## src/rtl/demux_deser_if.sv

```systemverilog
// Serial-in / word-out bundle for demux_deser. The receiver connects through the
// slave modport; the serial source and word consumer drive through master.
interface demux_deser_if #(
   parameter int WIDTH = 8
);
   logic             sin;
   logic             sin_valid;
   logic             sof;
   logic             dout_ready;
   logic             clr_ovr;
   logic [WIDTH-1:0] dout;
   logic             dout_valid;
   logic             busy;
   logic             overrun;

   modport master (
      output sin, sin_valid, sof, dout_ready, clr_ovr,
      input  dout, dout_valid, busy, overrun
   );

   modport slave (
      input  sin, sin_valid, sof, dout_ready, clr_ovr,
      output dout, dout_valid, busy, overrun
   );
endinterface

```

## src/rtl/demux_deser.sv

```systemverilog
// Framed serial-to-parallel receiver with a single valid/ready holding register.
// Define DEMUX_DESER_INVERT_EN to invert SIN ahead of the shift register.
module demux_deser #(
   parameter int WIDTH     = 8,
   parameter bit MSB_FIRST = 1'b1
) (
   input  logic          clk,
   input  logic          rst,
   demux_deser_if.slave  bus
);
   localparam int CW = $clog2(WIDTH + 1);

   typedef enum logic {IDLE, SHIFT} state_t;

   state_t           state_reg, state_next;
   logic [CW-1:0]    count_reg, count_next;
   logic [WIDTH-1:0] shift_reg, shift_next;
   logic [WIDTH-1:0] shift_base, shift_word;
   logic [WIDTH-1:0] dout_reg;
   logic             dout_valid_reg;
   logic             overrun_reg;
   logic             word_done;
   logic             sin_bit;
   logic             load_word, drop_word;
   logic             busy;

`ifdef DEMUX_DESER_INVERT_EN
   assign sin_bit = ~bus.sin;
`else
   assign sin_bit = bus.sin;
`endif

   // An SOF always starts from a clean register so a restarted frame carries no stale bits.
   assign shift_base = bus.sof ? '0 : shift_reg;

   generate
      for (genvar gi = 0; gi < WIDTH; gi++) begin : g_shift
         if (MSB_FIRST) begin : g_msb
            if (gi == 0) begin : g_in
               assign shift_word[gi] = sin_bit;
            end else begin : g_mv
               assign shift_word[gi] = shift_base[gi-1];
            end
         end else begin : g_lsb
            if (gi == WIDTH - 1) begin : g_in
               assign shift_word[gi] = sin_bit;
            end else begin : g_mv
               assign shift_word[gi] = shift_base[gi+1];
            end
         end
      end
   endgenerate

   always_ff @(posedge clk or posedge rst) begin
      if (rst) begin
         state_reg <= IDLE;
         count_reg <= '0;
         shift_reg <= '0;
      end else begin
         state_reg <= state_next;
         count_reg <= count_next;
         shift_reg <= shift_next;
      end
   end

   always_comb begin
      state_next = state_reg;
      count_next = count_reg;
      shift_next = shift_reg;
      word_done  = 1'b0;
      if (bus.sin_valid) begin
         case (state_reg)
            IDLE: begin
               if (bus.sof) begin
                  shift_next = shift_word;
                  count_next = CW'(1);
                  state_next = SHIFT;
               end
            end
            SHIFT: begin
               shift_next = shift_word;
               if (bus.sof) begin
                  count_next = CW'(1);
               end else if (count_reg == CW'(WIDTH - 1)) begin
                  word_done  = 1'b1;
                  count_next = '0;
                  state_next = IDLE;
               end else begin
                  count_next = count_reg + CW'(1);
               end
            end
            default: state_next = IDLE;
         endcase
      end
   end

   always_comb begin
      busy = (state_reg == SHIFT);
   end

   // A word is accepted if the holding register is empty or being drained on this edge.
   assign load_word = word_done & (~dout_valid_reg | bus.dout_ready);
   assign drop_word = word_done & dout_valid_reg & ~bus.dout_ready;

   always_ff @(posedge clk or posedge rst) begin
      if (rst) begin
         dout_reg       <= '0;
         dout_valid_reg <= 1'b0;
         overrun_reg    <= 1'b0;
      end else begin
         if (load_word) begin
            dout_reg       <= shift_next;
            dout_valid_reg <= 1'b1;
         end else if (dout_valid_reg && bus.dout_ready) begin
            dout_valid_reg <= 1'b0;
         end
         if (drop_word) begin
            overrun_reg <= 1'b1;
         end else if (bus.clr_ovr) begin
            overrun_reg <= 1'b0;
         end
      end
   end

   assign bus.dout       = dout_reg;
   assign bus.dout_valid = dout_valid_reg;
   assign bus.busy       = busy;
   assign bus.overrun    = overrun_reg;
endmodule
```

## src/flat_wrapper.sv

```systemverilog
// flat-port wrapper written by rule: the top's interface ports become plain ports
module demux_deser_flat 
#(
   parameter int WIDTH     = 8,
   parameter bit MSB_FIRST = 1'b1
)
  (clk, rst, bus_sin, bus_sin_valid, bus_sof, bus_dout_ready, bus_clr_ovr, bus_dout, bus_dout_valid, bus_busy, bus_overrun);
  demux_deser_if #(.WIDTH(WIDTH)) bus_i ();
  input  logic clk;
  input  logic rst;
  input wire logic [$bits(bus_i.sin)-1:0] bus_sin;
  input wire logic [$bits(bus_i.sin_valid)-1:0] bus_sin_valid;
  input wire logic [$bits(bus_i.sof)-1:0] bus_sof;
  input wire logic [$bits(bus_i.dout_ready)-1:0] bus_dout_ready;
  input wire logic [$bits(bus_i.clr_ovr)-1:0] bus_clr_ovr;
  output wire logic [$bits(bus_i.dout)-1:0] bus_dout;
  output wire logic [$bits(bus_i.dout_valid)-1:0] bus_dout_valid;
  output wire logic [$bits(bus_i.busy)-1:0] bus_busy;
  output wire logic [$bits(bus_i.overrun)-1:0] bus_overrun;
  assign bus_i.sin = bus_sin;
  assign bus_i.sin_valid = bus_sin_valid;
  assign bus_i.sof = bus_sof;
  assign bus_i.dout_ready = bus_dout_ready;
  assign bus_i.clr_ovr = bus_clr_ovr;
  assign bus_dout = bus_i.dout;
  assign bus_dout_valid = bus_i.dout_valid;
  assign bus_busy = bus_i.busy;
  assign bus_overrun = bus_i.overrun;
  demux_deser #(.WIDTH(WIDTH), .MSB_FIRST(MSB_FIRST)) u_core (.clk(clk), .rst(rst), .bus(bus_i));
endmodule
```

## config.mk

```make
export PLATFORM = sky130hd
export DESIGN_NAME = demux_deser_flat
export DESIGN_NICKNAME = d
export VERILOG_FILES = /design/src/rtl/demux_deser_if.sv /design/src/rtl/demux_deser.sv /design/src/flat_wrapper.sv
export SDC_FILE = /design/constraint.sdc
export NUM_CORES = 1
export LEC_CHECK = 0
export BUFFER_PORTS_ARGS = -buffer_cell sky130_fd_sc_hd__buf_4
export CORE_UTILIZATION = 40
export DETAILED_ROUTE_END_ITERATION = 16
export GPL_TIMING_DRIVEN = 0
export SLEW_MARGIN = 20
export SYNTH_ARGS = -nofsm -noshare
export SYNTH_HDL_FRONTEND = slang
export SYNTH_SLANG_ARGS = --single-unit
export TNS_END_PERCENT = 1
```

## constraint.sdc

```tcl
create_clock -name clk -period 2.01 [get_ports clk]
set_clock_uncertainty 0.15 [all_clocks]
set_input_delay 0.201 -clock clk [delete_from_list [all_inputs] [get_ports clk]]
set_output_delay 0.201 -clock clk [all_outputs]
set_load 0.02 [all_outputs]
```

---- Word-level counts from Yosys, hierarchy flattened ----
Cells that the tools add are included.
storage, ports and cells
  flip-flop bits (word level) ............. 23
  input port bits ......................... 7
  output and inout port bits .............. 11
  logic and storage cells ................. 40
operators by class
  $add $sub $neg .......................... 1
  eq/ne operators ......................... 2
  muxes and demuxes ....................... 20
  bitwise logic cells ..................... 7
  reductions and logical operators ........ 4
operators by type and width
  kind                                                                   count
  8-bit 2-to-1 mux                                                       2
  8-bit one-hot mux with 2 select lines                                  1
  4-bit 2-to-1 mux                                                       3
  1-bit 2-to-1 mux                                                       11
  4-bit one-hot mux with 2 select lines                                  1
  7-bit 2-to-1 mux                                                       1
  4-bit by 1-bit adder with 4-bit output, second input constant          1
  4-bit by 3-bit equality test with 1-bit output, second input constant  1
  2-bit nonzero test                                                     2
  1-bit bitwise AND                                                      3
  1-bit inverter                                                         3
  2-bit != test, second input constant                                   1
  1-bit one-hot mux with 2 select lines                                  1
  2-bit AND reduction                                                    1
  1-bit logical AND                                                      1
  1-bit OR                                                               1

---- Longest topological paths before layout ----
  depth after elaboration ................. 8
  gate-level depth with buffers ........... 5
  depth with buffers taken out ............ 4

---- Worst setup path after synthesis ----
OpenSTA, ideal clock, no wires.
  path kind ............................... register -> register
  from .................................... reg u_core.state_reg (netlist: u_core.bus.busy)
  to ...................................... reg u_core.dout_reg[0] (netlist: u_core.bus.dout[0])
  library setup time ...................... 125 ps
  data arrival time ....................... 1,425 ps
  required time ........................... 1,735 ps
  path slack .............................. 310 ps
  stages on the path, launching flop included .. 5
  buffers on the path ..................... 1
  clock period less this slack ............ 1,700 ps
  cells stage by stage .................... dfrtp_1 -> buf_6 -> o21ai_0 -> mux2_2 -> mux2_4
between the ends
  cells in the longest elaborated chain, start to end .. 3
  elaborated cells between the ends (all ways) .. 6
  those cells by class .................... 4 x mux; 2 x bitwise
RTL lines
  element                                  RTL line            source
  from (decl)                              demux_deser.sv:15   state_t state_reg, state_next;
  from (signal assigned)                   demux_deser.sv:60   state_reg <= state_next;
  1-bit inverter                           demux_deser.sv:72   case (state_reg)
  8-bit one-hot mux with 2 select lines *  demux_deser.sv:72
  8-bit 2-to-1 mux *                       demux_deser.sv:71   if (bus.sin_valid) begin
  named net u_core.shift_next[0]           demux_deser.sv:17   logic [WIDTH-1:0] shift_reg, shift_next;
  to (signal assigned)                     demux_deser.sv:112  dout_reg <= shift_next;
  to (decl)                                demux_deser.sv:19   logic [WIDTH-1:0] dout_reg;
The timed path passes the listed nets; every way through them passes the cells marked *.
A chain may end at the register's enable or synchronous reset.

---- Worst setup path after layout ----
  from .................................... reg u_core.count_reg[0]
  to ...................................... reg u_core.dout_reg[4] (netlist: u_core.bus.dout[4])
between the ends
  cells in the longest elaborated chain, start to end .. 6
RTL lines
  element                                         RTL line            source
  from (decl)                                     demux_deser.sv:16   logic [CW-1:0] count_reg, count_next;
  from (signal assigned)                          demux_deser.sv:61   count_reg <= count_next;
  4-bit by 3-bit equality test with 1-bit output  demux_deser.sv:84   end else if (count_reg == CW'(WIDTH - 1)) begin
  1-bit 2-to-1 mux                                demux_deser.sv:84
  1-bit 2-to-1 mux                                demux_deser.sv:82   if (bus.sof) begin
  1-bit 2-to-1 mux                                demux_deser.sv:72
  1-bit 2-to-1 mux                                demux_deser.sv:71
  1-bit bitwise AND                               demux_deser.sv:102  assign load_word = word_done & (~dout_valid_reg | bus.dout_ready);
Every way passes these cells.

==> results.md <==
Routing:
- The detailed-route vias per instance is 5.08.
- The average wire per cell in the routed design is 13.7 um.
- In this run the remaining antenna-violating nets after routing total 0.
- The sum of routed wire length over all layers is 1960 um.
- The first detailed-routing pass ran for 3 iterations.
- The detailed router placed 726 vias in this run.
- The starting DRC count in detailed routing is 4.
- The count of unresolved DRC violations after routing is 0.

Die:
- From bottom edge to top edge, the die measures 54.4 um.
- The width of the die is 54.4 um.
- The number of top-level pins is 18.
- Row generation in the floorplan step produced 18 rows.
- The area of the placeable core is 2540 um2.
- The initial cell density of the core is 43.2%.
- The overall die area is 2960 um2.

Synth:
- The number of enable-type register cells in the synthesized netlist is 0.
- Sequential elements use 52.3% of the synthesized area.
- The gate count of the mapped netlist is 89.
- By area the synthesized netlist is led by sky130_fd_sc_hd__dfrtp_1 52%, sky130_fd_sc_hd__mux2_4 11%, sky130_fd_sc_hd__a221o_1 6.4%, sky130_fd_sc_hd__and2_1 4.0%, sky130_fd_sc_hd__nor2b_1 3.4%.
- The net count after synthesis is 97.
- The average cell area after synthesis is 12.4 um2.
- After synthesis, the share of flip-flops with an asynchronous set or reset is 100%.
- The total of flip-flops plus latches after synthesis is 23.
- In the synthesized netlist, the cells that appear most often are 23 x sky130_fd_sc_hd__dfrtp_1, 8 x sky130_fd_sc_hd__mux2_4, 7 x sky130_fd_sc_hd__a221o_1, 7 x sky130_fd_sc_hd__and2_1.
- The most common flop cell mapped by yosys is sky130_fd_sc_hd__dfrtp_1.
- The synthesized netlist occupies a cell area of 1100 um2.
- Yosys mapped the design onto 27 distinct sky130hd cell types.
- The cell with the most instances after synthesis is sky130_fd_sc_hd__dfrtp_1.
- The synthesis warning total is 0.
- In this run the biggest area consumer among cell types represents 52.3% of the synthesized area.
- The biggest area consumer among synthesized cells is sky130_fd_sc_hd__dfrtp_1.

GRT:
- The number of global-route vias before repair came to 686.
- The maximum number of pins on one net before global-route repair is 24.
- The total overflow left after global routing is 0.
- For this run, the total global-route usage over all layers was measured as 15.0%.
- The initial antenna violation count is 0.
- The first global-routing pass estimated 3030 um of wire.

Cells and area:
- The number of antenna diodes in the final layout is 0.
- The final instance area is 1320 um2.
- The area growth from synthesis to layout is 20.1%.
- The filler cells instantiated in the layout total 228.
- The count of nets after finishing is 122.
- The share of cells above drive strength 1 is 31.9%.

Power:
- The power per unit of standard cell area is 657 nW/um2.
- Overall power consumption after layout is estimated at 0.869 mW.
- The worst ir drop on vdd is 0.000598 V.
- The total leakage power is 0.670 nW.

Clock tree:
- The clock slew at the register clock pins of the worst setup and hold paths is 0.12 ns.
- TritonCTS built the clock tree.
- The longest clock path from root to sink contains 2 buffers.
- The number of clock sinks is 23.
- The number of hold-repair buffers added at the cts stage is 3.
- The clock network latency to the later pin of the worst-skew pair is 0.30 ns.
- The number of gates given a new drive strength after cts is 0.
- In this run the clock root is driven by a sky130_fd_sc_hd__clkbuf_4.
- CTS built an H-tree with a depth of 1.
- The setup fix buffers added after clock tree synthesis is 0.
- The number of buffers added by the clock tree synthesis step is 3.

Status:
- The run finished with clean final reports.

Placement:
- Routability-driven placement finished with a final weighted congestion of 0.681.
- The wire-length estimate of the detail-placed layout is 1350 um.
- OpenSTA, run right after detailed placement, puts the worst setup slack at 0.192 ns.
- The instance area after placement is 1260 um2.
- The number of port buffers is 17.

Timing:
- The final number of max-transition violations is 0.
- Setup repair after global routing left no endpoint under its margin.
- The worst pin sits at a relative slew slack of 41.1%.
- Once routing completed, OpenROAD measured the worst setup slack at 0.185 ns.
- Setup violations remaining at the end of the flow were counted as 0.
- The count of endpoints failing hold in the final timing report is 0.
- The share of the clock period used by the worst path after layout is 90.8%.
- The post-route minimum period is 1.82 ns.
- Static timing analysis puts the maximum clock frequency at 548 MHz.
- The total negative setup slack is 0 ns.
- The measured slew at the worst slew-check pin is 0.883 ns.

Worst setup path:
- Measured in cells, the most critical reg-to-reg path has a length of 5.
- The worst setup path is captured at a flop.
- The startpoint identified for the worst register-to-register timing path is u_core.count_reg[0].
- The worst setup path is launched from a flop.
- The source of the critical timing path is u_core.count_reg[0].
- The minimum setup slack among reg-to-reg paths is 0.19 ns.
- The maximum fanout count along the critical path is 8.
- The most critical setup path has its endpoint at u_core.bus.dout[4].
- The startpoint-to-endpoint class of the critical path is reg2reg.
- STA puts the critical path data required time at 2.06 ns.
- In this run the critical register-to-register path is captured at u_core.bus.dout[4].
- The critical path data arrival time is 1.88 ns.

Flow run:
- The count of maximum capacitance violations is 0.

Min path:
- The type of the most critical hold path is in2reg.
## report_power, final
group / switching [mW] / total, mW / internal, mW
logic: 0.0647 / 0.139 / 0.0741
registers: 0.0265 / 0.521 / 0.495
clock network: 0.131 / 0.208 / 0.0774
total: 0.222 / 0.869 / 0.647
## worst max-delay path, cell delays in order (launching register included)
cell                      delay (ns)
sky130_fd_sc_hd__dfrtp_1        0.44
sky130_fd_sc_hd__ha_1           0.21
sky130_fd_sc_hd__and3b_1        0.25
sky130_fd_sc_hd__and3_1         0.19
sky130_fd_sc_hd__buf_6          0.16
sky130_fd_sc_hd__mux2_4         0.31
## cell usage in the layout (no fill, tap or decap), types with 2 or more instances in the layout
master	synthesis	layout
sky130_fd_sc_hd__dfrtp_1	23	23
sky130_fd_sc_hd__buf_4	1	18
sky130_fd_sc_hd__mux2_4	8	8
sky130_fd_sc_hd__and2_1	7	7
sky130_fd_sc_hd__a221o_1	7	7
sky130_fd_sc_hd__nand2_1	6	6
sky130_fd_sc_hd__nor2b_1	6	6
sky130_fd_sc_hd__inv_1	4	4
sky130_fd_sc_hd__o21ai_0	4	4
sky130_fd_sc_hd__buf_6	3	3
sky130_fd_sc_hd__and2b_1	3	3
sky130_fd_sc_hd__clkbuf_4	0	3
sky130_fd_sc_hd__dlygate4sd3_1	0	3
sky130_fd_sc_hd__a22o_1	2	2
## metrics by stage
| step | hold slack, ns | instances | utilization (%) |
|---|---|---|---|
| 4_1_cts | 0.0103 | 143 | 51.9 |
| 2_1_floorplan | 0.0529 | 89 | - |
| 5_1_grt | 0.00867 | 143 | 51.9 |
| 6_report | 0.0193 | 143 | 51.9 |
| 3_5_place_dp | 0.259 | 136 | 49.7 |
| 3_3_place_gp | 0.250 | 136 | 49.7 |
## area by class of cell
type	instances	area (um2)	area share, %
plain buffers	5	46.3	3.50
well taps	30	37.5	2.84
clock buffers	4	26.3	1.99
repair buffers	20	158	11.9
inverters	4	15.0	1.14
multi-input cells	57	463	35.0
flip-flops and latches	23	576	43.6
## worst min path at each step
stage	end	from	cells after the start	slack, ns
finish	u_core.bus.busy	bus_sof	2	0.02
CTS	u_core.bus.busy	bus_sof	2	0.01
global route	u_core.bus.busy	bus_sof	2	0.009
detailed placement	u_core.bus.overrun	bus_clr_ovr	2	0.26
global placement	u_core.bus.overrun	bus_clr_ovr	2	0.25
floorplan	u_core.bus.busy	rst	1	0.05
## cell families after synthesis
logic type,Yosys count,synth area share (%)
simple gates,29,15.9
compound gates,18,13.1
mux,9,11.9
buf+inv,9,5.57
flops,23,52.3
fa+ha+maj,1,1.14
## metal layers
layer / global-route usage [%] / vias to the layer above / routed length, um
met5: 0 / - / 0
met4: 3.85 / 0 / 12
met3: 5.83 / 2 / 104
met2: 23.6 / 18 / 877
met1: 19.1 / 343 / 962
li1: - / 363 / -
Note: power is estimated with default switching activity, not from simulation.
